### config.mk
export PLATFORM = sky130hd
export DESIGN_NAME = jtframe_i2s_rx
export DESIGN_NICKNAME = d
export VERILOG_FILES = /design/src/rtl/jtframe_i2s_rx.sv
export SDC_FILE = /design/constraint.sdc
export NUM_CORES = 1
export LEC_CHECK = 0
export ABC_AREA = 1
export BUFFER_PORTS_ARGS = -buffer_cell sky130_fd_sc_hd__buf_4
export CORE_AREA = 2 2 85 87
export DETAILED_ROUTE_END_ITERATION = 10
export DIE_AREA = 0 0 87 89
export HOLD_SLACK_MARGIN = 0.1
export PLACE_DENSITY = 0.82
export SLEW_MARGIN = 20
export SYNTH_ARGS = -nofsm -noshare
export SYNTH_HDL_FRONTEND = slang
export SYNTH_SLANG_ARGS = --single-unit
### constraint.sdc
create_clock -name clk -period 5.08 [get_ports clk]
set_input_delay 1.016 -clock clk [delete_from_list [all_inputs] [get_ports clk]]
set_output_delay 1.016 -clock clk [all_outputs]
set_load 0.02 [all_outputs]
### src/rtl/jtframe_i2s_rx.sv
// jtframe_i2s_rx: oversampled Philips I2S receiver, parallel L/R out.
// Optional watchdog: define JTFRAME_I2S_RX_TIMEOUT_EN.
module jtframe_i2s_rx #(
    parameter int DW  = 16,
    parameter int TOW = 12
) (
    input  logic          clk,
    input  logic          rst,
    input  logic          i2s_bclk,
    input  logic          i2s_lrck,
    input  logic          i2s_data,
    output logic [DW-1:0] left,
    output logic [DW-1:0] right,
    output logic          sample,
    output logic          locked,
    output logic          short_err
);

    localparam int CW = $clog2(DW + 1);

    typedef enum logic [1:0] {
        ST_HUNT,
        ST_SKIPL,
        ST_RX
    } state_t;

    state_t r_state;
    state_t w_state_nx;

    logic r_bclk_m;
    logic r_bclk_s;
    logic r_bclk_d;
    logic r_lrck_m;
    logic r_lrck_s;
    logic r_data_m;
    logic r_data_s;

    logic          r_lr_prev;
    logic [CW-1:0] r_cnt;
    logic [DW-1:0] r_shreg;
    logic [DW-1:0] r_pend;
    logic          r_pend_v;

    logic          w_rise;
    logic          w_flip;
    logic          w_room;
    logic          w_short;
    logic [CW-1:0] w_n;
    logic [CW-1:0] w_pad;
    logic [DW-1:0] w_shift;
    logic [DW-1:0] w_word;
    logic          w_cap_l;
    logic          w_cap_r;
    logic          w_tout;

    // Pins are asynchronous; sync flops just follow them, no reset needed.
    always_ff @(posedge clk) begin
        r_bclk_m <= i2s_bclk;
        r_bclk_s <= r_bclk_m;
        r_bclk_d <= r_bclk_s;
        r_lrck_m <= i2s_lrck;
        r_lrck_s <= r_lrck_m;
        r_data_m <= i2s_data;
        r_data_s <= r_data_m;
    end

    assign w_rise  = r_bclk_s & ~r_bclk_d;
    assign w_flip  = w_rise & (r_lrck_s != r_lr_prev);
    assign w_room  = r_cnt < CW'(DW);
    assign w_short = r_cnt < CW'(DW - 1);
    assign w_shift = w_room ? {r_shreg[DW-2:0], r_data_s} : r_shreg;
    assign w_n     = w_room ? r_cnt + CW'(1) : CW'(DW);
    assign w_pad   = CW'(DW) - w_n;
    assign w_word  = w_shift << w_pad;
    assign w_cap_l = w_flip & ~r_lr_prev & (r_state == ST_RX);
    assign w_cap_r = w_flip & r_lr_prev & (r_state == ST_RX) & r_pend_v;

`ifdef JTFRAME_I2S_RX_TIMEOUT_EN
    logic [TOW-1:0] r_wd;

    // Cycles since the last BCLK rise; an edge always wins over expiry.
    always_ff @(posedge clk) begin
        if (rst) begin
            r_wd <= '0;
        end else if (w_rise) begin
            r_wd <= '0;
        end else begin
            r_wd <= r_wd + TOW'(1);
        end
    end

    assign w_tout = (&r_wd) & ~w_rise;
`else
    logic w_unused_tow;

    assign w_unused_tow = (TOW > 0);
    assign w_tout       = 1'b0;
`endif

    // Lock state register.
    always_ff @(posedge clk) begin
        if (rst) begin
            r_state <= ST_HUNT;
        end else begin
            r_state <= w_state_nx;
        end
    end

    // HUNT waits for a right->left change, SKIPL drops one left word.
    always_comb begin
        w_state_nx = r_state;
        if (w_tout) begin
            w_state_nx = ST_HUNT;
        end else if (w_flip) begin
            unique case (r_state)
                ST_HUNT: begin
                    if (r_lr_prev) begin
                        w_state_nx = ST_SKIPL;
                    end
                end
                ST_SKIPL: w_state_nx = ST_RX;
                ST_RX:    w_state_nx = ST_RX;
                default:  w_state_nx = ST_HUNT;
            endcase
        end
    end

    // Bit shifting, word completion and sample hand-off.
    always_ff @(posedge clk) begin
        if (rst) begin
            r_lr_prev <= 1'b0;
            r_cnt     <= '0;
            r_shreg   <= '0;
            r_pend    <= '0;
            r_pend_v  <= 1'b0;
            left      <= '0;
            right     <= '0;
            sample    <= 1'b0;
            locked    <= 1'b0;
            short_err <= 1'b0;
        end else begin
            sample    <= 1'b0;
            short_err <= 1'b0;
            if (w_rise) begin
                r_lr_prev <= r_lrck_s;
                r_shreg   <= w_shift;
                if (w_flip) begin
                    r_cnt     <= '0;
                    short_err <= w_short;
                end else if (w_room) begin
                    r_cnt <= r_cnt + CW'(1);
                end
            end
            if (w_cap_l) begin
                r_pend <= w_word;
            end
            if (r_state != ST_RX || w_tout) begin
                r_pend_v <= 1'b0;
            end else if (w_cap_l) begin
                r_pend_v <= 1'b1;
            end
            if (w_cap_r) begin
                left   <= r_pend;
                right  <= w_word;
                sample <= 1'b1;
                locked <= 1'b1;
            end
            if (w_tout) begin
                r_cnt  <= '0;
                locked <= 1'b0;
            end
        end
    end

endmodule

== After elaboration in Yosys (flattened, before gate mapping) ==
Index checks and enable logic that the tools add are counted.

* Add/sub/neg operators: 2
* Magnitude comparators: 2
* Equal/unequal tests: 5
* Shift operators: 1
* Mux-type cells: 7
* Bitwise logic cells: 11
* Reductions and logical operators: 7

{| class="wikitable"
|+ Operators by type and width
! operator !! number
|-
| 2-to-1 mux 16 bit || 1
|-
| left shift 16 x 5 -> 16 bit || 1
|-
| 2-to-1 mux 5 bit || 3
|-
| bitwise AND 1 bit || 7
|-
| adder 5 x 1 -> 5 bit, second input constant || 1
|-
| < comparator 5 x 4 -> 1 bit, second input constant || 1
|-
| < comparator 5 bit, second input constant || 1
|-
| subtractor 5 bit, first input constant || 1
|-
| inequality test 2 bit, second input constant || 2
|-
| inverter 1 bit || 4
|-
| case mux 2 bit (2 select lines) || 1
|-
| AND reduction 2 bit || 2
|-
| OR reduction 2 bit || 2
|-
| OR reduction 3 bit || 1
|-
| equality test 2 x 1 -> 1 bit, second input constant || 1
|-
| equality test 2 bit, second input constant || 1
|-
| zero test 2 bit || 1
|-
| 2-to-1 mux 2 bit || 1
|-
| nonzero test 2 bit || 1
|-
| 2-to-1 mux 1 bit || 1
|-
| inequality test 1 bit || 1
|}

* Flip-flop bits (word level): 83
* Output and inout port bits: 35
* Word-level logic and storage cells: 53

== Depth between registers and ports, before layout ==
Gate-level depths: netlist (run 1).

* Depth in word-level cells: 7
* Depth in mapped cells: 13
* Gate-level depth less buffers: 11

== Worst setup path before layout (run 1) ==
Ideal clock, no wire load.

* Path kind: reg-to-reg
* Start point: reg r_cnt[0]
* End point: reg r_pend[14]
* Data arrival time: 1.956 ns
* Data required time: 4.952 ns
* Slack: 2.996 ns
* Cell stages (with the launch flop): 11
* Buffers on the path: 2
* Period minus slack after synthesis: 2.084 ns
* Cells stage by stage: dfxtp_1 ha_1 nand2_1 ha_1 clkbuf_1 clkbuf_1 nand3_1 nand3_1 nand3_1 nand3_1 a21oi_1

* Cells in the longest elaborated chain, start to end: 4
* Elaborated cells between the ends (all ways): 6
* Those cells by class: 2 x add/sub; 1 x order compare; 1 x shift; 2 x mux

{| class="wikitable"
|+ Ends and longest elaborated chain
! what !! line !! RTL
|-
| start: declaration || 39 || <nowiki>logic [CW-1:0] r_cnt;</nowiki>
|-
| start signal: assignment || 151 || <nowiki>r_cnt <= r_cnt + CW'(1);</nowiki>
|-
| adder 5 x 1 -> 5 bit or < comparator 5 bit (tied branches) || 72, 69 ||
|-
| 2-to-1 mux 5 bit || 72 || <nowiki>assign w_n = w_room ? r_cnt + CW'(1) : CW'(DW);</nowiki>
|-
| subtractor 5 bit || 73 || <nowiki>assign w_pad = CW'(DW) - w_n;</nowiki>
|-
| left shift 16 x 5 -> 16 bit * || 74 || <nowiki>assign w_word = w_shift << w_pad;</nowiki>
|-
| end signal: assignment || 155 || <nowiki>r_pend <= w_word;</nowiki>
|-
| end: declaration || 41 || <nowiki>logic [DW-1:0] r_pend;</nowiki>
|}

Mark *: on every way between the ends. The rest lies on a longest branch, timed or not.
A chain may end at the register's enable or synchronous reset.

== Worst setup path in the final report (run 1) ==
* Start point: reg r_cnt[4]
* End point: reg right[12]

* Cells in the longest elaborated chain, start to end: 4
* Elaborated cells between the ends (all ways): 6
* Those cells by class: 2 x add/sub; 1 x order compare; 1 x shift; 2 x mux

{| class="wikitable"
|+ Ends and longest elaborated chain
! what !! line !! RTL
|-
| adder 5 x 1 -> 5 bit or < comparator 5 bit (tied branches) || 72, 69 ||
|-
| 2-to-1 mux 5 bit || 72 ||
|-
| subtractor 5 bit || 73 ||
|-
| left shift 16 x 5 -> 16 bit * || 74 ||
|-
| end signal: assignment || 164 || <nowiki>right <= w_word;</nowiki>
|-
| end: declaration || 13 || <nowiki>output logic [DW-1:0] right,</nowiki>
|}

Marks and branches as above.

==> qor.txt, run 1 <==
Status = completed
Yosys warns = 0
Setup Fix Bufs, Post-CTS = 0
Htree depth = 3
Worst hold slack = 332.6 ps
Final setup viols = 0
Total Power = 1.287 mW
Detailed Routing Iterations Pass 1 = 5
Clk slew on worst S/H paths = 100 ps
I/O Buffers = 39
Antenna Violating Nets Remaining = 0
Overflow after GRT = 0
Crit-path max FO = 24
Initial Util = 56.63%
Peak supply drop = 0.0001939 V
Ant diodes = 0
Fmax = 280.7 MHz
Final #Nets = 570
Placed inst area = 0.004038 mm^2
Setup TNS = 0 ps
1st-iter DRT viols = 417
DRC violations left = 0
Critical path cell sequence = inv_2 -> nand2_1 -> ha_1 -> inv_1 -> nand3_1 -> nand3_1 -> nand3_1 -> nand3_1 -> a21oi_1
Worst EP required = 5310 ps
Max_cap viols = 0
Layout Utilization = 63.00%
Root Buffer = clkbuf_8
Hold Buf Count CTS = 0
Synth cell types = 22
Slew Limit Headroom = 50.39%
Pleak = 1.790 nW
Vias per cell = 5.930
Fin. Hold Viols = 0
Die area = 0.007743 mm^2
Worst hold path type = reg -> reg
CP peak stage delay = 810 ps
Worst-skew pair later-pin latency = 380 ps
FF/Latch Area = 0.001662 mm^2
GR Util All Layers = 27.04%
Wire length per cell = 15.36 um
Final worst-path cycle share = 70.12%
Die H = 89 um
Core ar. = 0.006719 mm^2
Clock Path Buffers = 2
Clk sinks = 83
Initial antenna violation count = 0
RePlAce Congestion = 0.9165
Crit path max-delay family = simple AND/OR/NAND/NOR gates
Post_cts resized = 0
Post-route cell area = 0.004233 mm^2
Post-DP HPWL = 6708 um
CP max-delay cell = dfxtp_1
WP buf/inv = 2
Layout cells sized above 1 = 12.39%
Die width = 87 um
Max Clock Skew = 15.83 ps
Kind of critical path = reg -> reg
Multi-input logic area = 0.001889 mm^2
Worst slew pin tran = 743.2 ps
Io pins = 40
CTS buffer count = 9
Standard-cell rows = 30
Register area share after synthesis = 43.67%
Filler cells = 609
Largest net degree at the start of global routing = 52
Synthesized Nets = 554
Mapped Cells = 544
Startpoint type of the worst setup path = register
Average cell area after synthesis = 6.994 um^2
RSZ-0062 raised after global routing = no
Final WL = 9910 um
Critical path capture point type = register
Vias in the first global route = 3,342
Power density over cell area = 303.9 mW/mm^2
First-pass GRT wire length = 16,350 um
Number of synthesized register bits = 83
CTS tree = done
Fin. max-slew vios = 0
Via count = 3,825
Cell Area, Synth = 0.003805 mm^2
P&R area growth vs syn = 11.25%
Cell mode on critical path = nand3_1
Crit path time final = 3562 ps
CP arrival = 3790 ps
[flip-flops by register name, summed over array words and instances (netlist names)]
name	cells
left	16
r_pend	16
r_shreg	16
right	16
r_cnt	5
r_state	2
locked	1
r_bclk_d	1
r_bclk_m	1
r_bclk_s	1
r_data_m	1
r_data_s	1
r_lr_prev	1
r_lrck_m	1
r_lrck_s	1
r_pend_v	1
sample	1
short_err	1
[layout make-up]
| type | count | area share [%] |
|---|---|---|
| clock buffer | 9 | 2.926 |
| clock inverter | 7 | 1.685 |
| sequential | 83 | 39.26 |
| timing repair buffer | 40 | 7.094 |
| tap | 80 | 2.365 |
| multi-input combinational | 403 | 44.63 |
| inverter | 23 | 2.040 |
[through the flow]
step	instances	worst slack, ps
CTS	645	1604
finish	645	1518
detailed placement	629	1630
floorplan	544	2996
global placement	629	1742
global route	645	1193
[worst paths after layout]
path                                from        end  slack [ps]  depth (start not counted)
worst max-delay path            r_cnt[4]  right[12]        1520                          9
worst max register to register  r_cnt[4]  right[12]        1520                          9
worst min register to register  r_data_m   r_data_s         330                          0
worst min-delay path            r_data_m   r_data_s         330                          0
[placed cells by master (no fill, tap or decap)]
cell | Yosys | final
nand3_1 | 79 | 79
nor2_4 | 2 | 2
ha_1 | 5 | 5
inv_1 | 18 | 17
nor3_1 | 1 | 1
nand4_1 | 5 | 5
o21ai_0 | 52 | 52
a31oi_1 | 14 | 14
clkinvlp_4 | 0 | 2
inv_8 | 0 | 2
inv_2 | 5 | 6
clkinv_8 | 0 | 1
o21ai_1 | 1 | 1
clkinv_4 | 0 | 1
o21a_1 | 1 | 1
buf_4 | 5 | 40
inv_6 | 0 | 1
dfxtp_1 | 83 | 83
nand2_1 | 164 | 164
a211oi_1 | 1 | 1
nand2_2 | 2 | 2
or2_2 | 1 | 1
clkbuf_8 | 0 | 9
a21oi_1 | 56 | 56
nand3_2 | 3 | 3
nor2_1 | 16 | 16
[report_power, final]
part	leakage, nW	switching [mW]	internal (mW)
clock network	0.0926	0.280	0.191
registers	0.674	0.0117	0.663
logic	1.02	0.0978	0.0427
total	1.79	0.390	0.897
[synth_stat cells (all sizes together)]
master | n | area (um^2)
nand2 | 166 | 628.1
a31oi | 14 | 87.58
nor3 | 1 | 5.000
nand3 | 82 | 425.4
clkbuf | 16 | 60.06
ha | 5 | 62.56
a21oi | 56 | 280.3
buf | 19 | 107.6
inv | 23 | 86.33
nand4 | 5 | 31.28
o21a | 1 | 7.510
a211oi | 1 | 7.510
or2 | 1 | 6.260
dfxtp | 83 | 1662
nor2 | 18 | 82.58
o21ai | 53 | 265.3
[per-layer routing]
layer | routed length, um | track usage [%] | part of all wire, %
met4 | 337 | 13.49 | 3.4
met1 | 4476 | 37.90 | 45
met5 | 0 | 0 | 0
met2 | 4446 | 40.32 | 45
met3 | 649 | 4.617 | 6.5
[cell families (layout without fill, tap and decap cells)]
logic type               count (synthesis)  in the layout  synth area share [%]
flip-flops                              83             83                 43.67
buffers and inverters                   58             79                 6.676
AND/OR/NAND/NOR                        273            273                 30.98
AO/OA/AOI/OAI                          125            125                 17.03
adder cells (fa/ha/maj)                  5              5                 1.644
Power figures use the tool's default switching activity.
==> inputs of run 2 (changes only) <==
==> constraint.sdc (replaced) <==
create_clock -name clk -period 3.4 [get_ports clk]
set_input_delay 0.68 -clock clk [delete_from_list [all_inputs] [get_ports clk]]
set_output_delay 0.68 -clock clk [all_outputs]
set_load 0.02 [all_outputs]
==> run 2 against run 1 <==
  * Wire length is 2.5% lower
  * First-iteration DRC count is 20% lower
  * Final cell count up 1.1%
  * Non-clock buffer count rose by 7
  * Via count is 0.24% lower
  * Hold slack gained 1.2 ps
  * Fmax rose by 45%
  * Critical path depth up 2
  * Design area grew 1.1%
  * Highest routed layer unchanged
==> qor.txt, run 2 (same netlist as run 1, synthesis figures left out) <==
P&R area growth vs syn = 12.50%
Commonest non-fill, non-tap cell in the layout = nand2_1
DRC violations left = 0 (unchanged)
Most frequent cells in the layout = nand2_1, dfxtp_1, nand3_1
Post-DP HPWL = 6605 um (-1.5%)
Post_cts resized = 0 (unchanged)
Initial Util = 56.63% (unchanged)
Vias in the first global route = 3,280 (-1.9%)
Detailed Routing Iterations Pass 1 = 5 (unchanged)
Clk sinks = 83 (unchanged)
Peak supply drop = 0.0002866 V (+48%)
Post-route cell area = 0.004280 mm^2 (+1.1%)
Fmax = 407.2 MHz (+45%)
Standard-cell rows = 30 (unchanged)
Final WL = 9661 um (-2.5%)
Slew Limit Headroom = 38.64% (-12 points)
Placed inst area = 0.004090 mm^2 (+1.3%)
Final setup viols = 0 (unchanged)
Die H = 89 um (unchanged)
Setup TNS = 0 ps (unchanged)
Largest net degree at the start of global routing = 50 (-3.8%)
Kind of critical path = reg -> reg
Wire length per cell = 14.82 um (-3.6%)
Worst-skew pair later-pin latency = 360 ps (-20 ps)
GR Util All Layers = 25.58% (-1.5 points)
Via count = 3,816 (-0.24%)
Clock Path Buffers = 2 (unchanged)
Worst slew pin tran = 919.4 ps (+176.3 ps)
Hold Buf Count CTS = 0 (unchanged)
CP arrival = 2740 ps (-1050 ps)
Die area = 0.007743 mm^2 (unchanged)
Worst EP required = 3690 ps (-1620 ps)
Fin. max-slew vios = 0 (unchanged)
First-pass GRT wire length = 15,660 um (-4.2%)
Place WS = 1010 ps (-620.7 ps)
CTS buffer count = 9 (unchanged)
Finished Layout Cells = 652 (+1.1%)
Max Clock Skew = 13.63 ps (-2.200 ps)
Setup Fix Bufs, Post-CTS = 0 (unchanged)
Initial antenna violation count = 0 (unchanged)
Core ar. = 0.006719 mm^2 (unchanged)
Status = completed
Critical path capture point type = register
Final worst slack = 944.2 ps (-573.6 ps)
Layout cells sized above 1 = 13.29% (+0.90 points)
Htree depth = 3 (unchanged)
I/O Buffers = 39 (unchanged)
Pleak = 1.825 nW (+1.9%)
Overflow after GRT = 0 (unchanged)
Fin. Hold Viols = 0 (unchanged)
FF-to-FF path depth = 11 (+2)
RSZ-0062 raised after global routing = no
Clk slew on worst S/H paths = 100 ps (about the same)
CTS tree = done
Root Buffer = clkbuf_8
Crit path time final = 2456 ps (-1106 ps)
Startpoint type of the worst setup path = register
Final worst-path cycle share = 72.23% (+2.1 points)
Vias per cell = 5.853 (-1.3%)
Final #Nets = 577 (+1.2%)
1st-iter DRT viols = 335 (-20%)
Io pins = 40 (unchanged)
RePlAce Congestion = 0.8670 (-5.4%)
Power density over cell area = 449.9 mW/mm^2 (+48%)
Cell depth of the worst hold path = 0 (unchanged)
Ant diodes = 0 (unchanged)
Antenna Violating Nets Remaining = 0 (unchanged)
Total Power = 1.926 mW (+50%)
Worst hold path type = reg -> reg
Die width = 87 um (unchanged)
Placed cells = 636 (+1.1%)
Max_cap viols = 0 (unchanged)
Crit-path max FO = 16 (-33%)
==> run 2: path summary, 6_finish.rpt <==
kind | from | end | slack, ps
max | r_cnt[0] | r_pend[5] | 940
max reg2reg | r_cnt[0] | r_pend[5] | 940
min reg2reg | r_data_m | r_data_s | 330
min | r_data_m | r_data_s | 330
==> run 2: layout make-up <==
type                    instances  area, um^2
fillers                       613        2439
multi-input cells             403        1889
flip-flops and latches         83        1662
repair buffers                 47       352.8
clock buffers                   9       123.9
well taps                      80       100.1
inverters                      23       86.33
clock inverters                 7       66.31
==> run 2: per-layer routing <==
metal	vias up	global-route usage, %	share of wire, %
met1	1779	35.74	46
met2	137	40.46	46
met5	-	0	0
met3	25	5.448	6.4
li1	1875	-	-
met4	0	6.676	2.0
==> run 2: where the power goes <==
group          switching [mW]  internal, mW
Combinational           0.144        0.0681
Sequential             0.0160         0.991
Clock                   0.420         0.286
Total                   0.580          1.35
==> run 2: worst max-delay path, stage by stage, from the launching register on <==
cell	delay, ps
dfxtp_1	490
ha_1	300
nand2_1	110
ha_1	240
buf_4	190
inv_1	350
nand3_1	170
nand3_1	110
nand2_1	80
nor2_1	90
nand2_1	90
a21oi_1	170
==> run 2: per-stage QoR <==
stage | util [%] | hold slack (ps)
2_1_floorplan | - | 309.6
4_1_cts | 63.71 | 336.8
3_3_place_gp | 60.88 | 311.5
6_report | 63.71 | 333.8
5_1_grt | 63.71 | 341.9
3_5_place_dp | 60.88 | 314.6
==> inputs of run 3 (changes only) <==
--- a/config.mk
+++ b/config.mk
@@ -5,11 +5,11 @@
 export SDC_FILE = /design/constraint.sdc
 export NUM_CORES = 1
 export LEC_CHECK = 0
-export ABC_AREA = 1
+export ABC_AREA = 0
 export BUFFER_PORTS_ARGS = -buffer_cell sky130_fd_sc_hd__buf_4
-export CORE_AREA = 2 2 85 87
+export CORE_AREA = 2 2 86 88
 export DETAILED_ROUTE_END_ITERATION = 10
-export DIE_AREA = 0 0 87 89
+export DIE_AREA = 0 0 88 90
 export HOLD_SLACK_MARGIN = 0.1
 export PLACE_DENSITY = 0.82
 export SLEW_MARGIN = 20
==> constraint.sdc (replaced) <==
create_clock -name clk -period 2.5 [get_ports clk]
set_input_delay 0.5 -clock clk [delete_from_list [all_inputs] [get_ports clk]]
set_output_delay 0.5 -clock clk [all_outputs]
set_load 0.02 [all_outputs]
==> run 3 against run 2 <==
  * Die area is 2.3% higher
  * Final cell count is 4.0% lower
  * Global-route usage is 0.92 points lower
  * Design area is 7.3% higher
  * Register-to-register slack worse by 870 ps
==> qor.txt, run 3 <==
Status = completed
Mapped Cells = 476 (-13%)
Crit path time final = 2429 ps (-26.52 ps)
Met3 Use GR = 3.581% (-1.9 points)
P&R area growth vs syn = 17.78%
Detailed Routing Iterations Pass 1 = 5 (unchanged)
Commonest non-fill, non-tap cell in the layout = nand2_1
CTS buffer count = 9 (unchanged)
Fmax = 411.6 MHz (+1.1%)
Critical path capture point type = register
Most frequent cells in the layout = nand2_1, dfxtp_1, buf_4
Area share of the largest cell type after synthesis = 42.62% (-1.1 points)
RePlAce Congestion = 0.8961 (+3.4%)
Initial Util = 55.53% (-1.1 points)
Worst-skew pair later-pin latency = 370 ps (about the same)
Initial antenna violation count = 0 (unchanged)
Startpoint type of the worst setup path = register
Htree depth = 3 (unchanged)
Ant diodes = 0 (unchanged)
Final setup viols = 0 (unchanged)
Multi-input logic area = 0.002085 mm^2 (+10%)
Worst hold slack = 232.1 ps (-101.6 ps)
Synth cell types = 55 (+150%)
Die width = 88 um (+1.1%)
Kind of critical path = reg -> reg
Die area = 0.007920 mm^2 (+2.3%)
Overflow after GRT = 0 (unchanged)
Clk sinks = 83 (unchanged)
Number of synthesized register bits = 83 (unchanged)
Fin. Hold Viols = 0 (unchanged)
RSZ-0062 raised after global routing = no
Final WL = 9568 um (-0.96%)
Synth top cells by count = nand2_1, dfxtp_1, a21oi_1, nor2_1, nand3_1
Vias in the first global route = 3,311 (+0.95%)
Share of flip-flops with an asynchronous set or reset = 0% (unchanged)
Yosys warns = 0 (unchanged)
1st-iter DRT viols = 242 (-28%)
Final #Nets = 532 (-7.8%)
Setup Fix Bufs, Post-CTS = 0 (unchanged)
Final worst-path cycle share = 97.17% (+25 points)
Filler cells = 614 (+0.16%)
Clock Path Buffers = 2 (unchanged)
CP arrival = 2690 ps (-50 ps)
Vias per cell = 5.704 (-2.5%)
GR Util All Layers = 24.65% (-0.92 points)
Via count = 3,571 (-6.4%)
Met2 GRT Util = 41.04% (+0.58 points)
Core ar. = 0.007020 mm^2 (+4.5%)
Worst EP required = 2760 ps (-930 ps)
Setup TNS = 0 ps (unchanged)
DRC violations left = 0 (unchanged)
Peak supply drop = 0.0003753 V (+31%)
Worst hold path type = in -> reg
Root Buffer = clkbuf_8
FF/Latch Area = 0.001662 mm^2 (unchanged)
Pleak = 1.676 nW (-8.1%)
GR Util met1 = 31.78% (-4.0 points)
Post-DP HPWL = 6972 um (+5.6%)
I/O Buffers = 39 (unchanged)
Cell Area, Synth = 0.003899 mm^2 (+2.5%)
Standard-cell rows = 31 (+3.3%)
Max_cap viols = 0 (unchanged)
Max Clock Skew = 10.38 ps (-3.243 ps)
Worst slew pin tran = 689.5 ps (-229.9 ps)
Crit-path max FO = 10 (-6)
Gr busiest metal = met2
Antenna Violating Nets Remaining = 0 (unchanged)
Slew Limit Headroom = 53.94% (+15 points)
Area leader, netlist = dfxtp_1
Average cell area after synthesis = 8.191 um^2 (+17%)
CTS tree = done
Power density over cell area = 535.2 mW/mm^2 (+19%)
Largest net degree at the start of global routing = 45 (-10%)
Clk slew on worst S/H paths = 90 ps (about the same)
Fin. max-slew vios = 0 (unchanged)
Layout cells sized above 1 = 19.54% (+6.3 points)
Register area share after synthesis = 42.62% (-1.1 points)
Die H = 90 um (+1.1%)
Ranking of synthesized cells by area = dfxtp_1, nand2_1, a21oi_1, mux2i_1, nand3_1
Number of flops mapped to enable cells by yosys = 0 (unchanged)
First-pass GRT wire length = 15,600 um (-0.40%)
Wire length per cell = 15.28 um (+3.2%)
Io pins = 40 (unchanged)
Synthesized Nets = 486 (-12%)
Post-synth top flop = dfxtp_1
Most common cell in the synthesized netlist = nand2_1
## run 3: final timing paths
| kind | start | endpoint | slack [ps] | depth (start not counted) |
|---|---|---|---|---|
| worst max-delay path | r_cnt[0] | r_pend[13] | 70 | 9 |
| worst min-delay path | i2s_data | r_data_m | 230 | 1 |
| worst max register to register | r_cnt[0] | r_pend[13] | 70 | 9 |
| worst min register to register | r_lrck_m | r_lrck_s | 330 | 0 |
## run 3: repair_timing
item                                    in CTS  in global routing
gates resized for setup                      0                  4
hold buffers                                 0                  0
endpoints found under the hold margin        0                  0
endpoints found under the setup margin       0                  8
## run 3: layer usage
layer | wire [um] | vias to the layer above | share of wire, %
met5 | 0 | - | 0
met1 | 4159 | 1672 | 43
li1 | - | 1775 | -
met3 | 476 | 19 | 5.0
met4 | 229 | 0 | 2.4
met2 | 4702 | 105 | 49
## run 3: critical path: stages, from the launching register on
cell,delay [ps]
dfxtp_1,330
ha_1,300
nand2_1,60
ha_1,240
or3_4,400
buf_4,180
and4_1,190
a211o_1,320
a32oi_1,200
o31ai_1,90
## run 3: area by class of cell
| class | instances | area share, % |
|---|---|---|
| tap | 99 | 2.698 |
| clock inverter | 7 | 1.526 |
| clock buffer | 9 | 2.698 |
| multi-input combinational | 355 | 45.40 |
| inverter | 6 | 0.5450 |
| timing repair buffer | 67 | 10.95 |
| sequential | 83 | 36.19 |
## run 3: kinds of logic (layout without fill, tap and decap cells)
family,count (synthesis),count (layout),share of synthesized area [%]
buf+inv,38,89,4.589
compound gates,126,126,20.54
xor+xnor,2,2,0.6420
mux,24,24,7.798
simple gates,198,198,22.21
flops,83,83,42.62
fa+ha+maj,5,5,1.605
## run 3: power by group
group,internal [mW],switching (mW),total [mW]
clock,0.386,0.542,0.927
sequential,1.33,0.00664,1.34
combinational,0.0700,0.123,0.193
## run 3: through the flow
stage	util, %	setup slack (ps)	cell area (um^2)	cells	power, mW
after floorplan	-	1.030	3904	476	1.503
after global placement	62.31	134.1	4374	610	1.555
after detailed placement	62.31	70.52	4374	610	1.555
after CTS	65.07	57.90	4568	626	2.472
after global routing	65.41	4.226	4592	626	2.549
final	65.41	70.71	4592	626	2.458
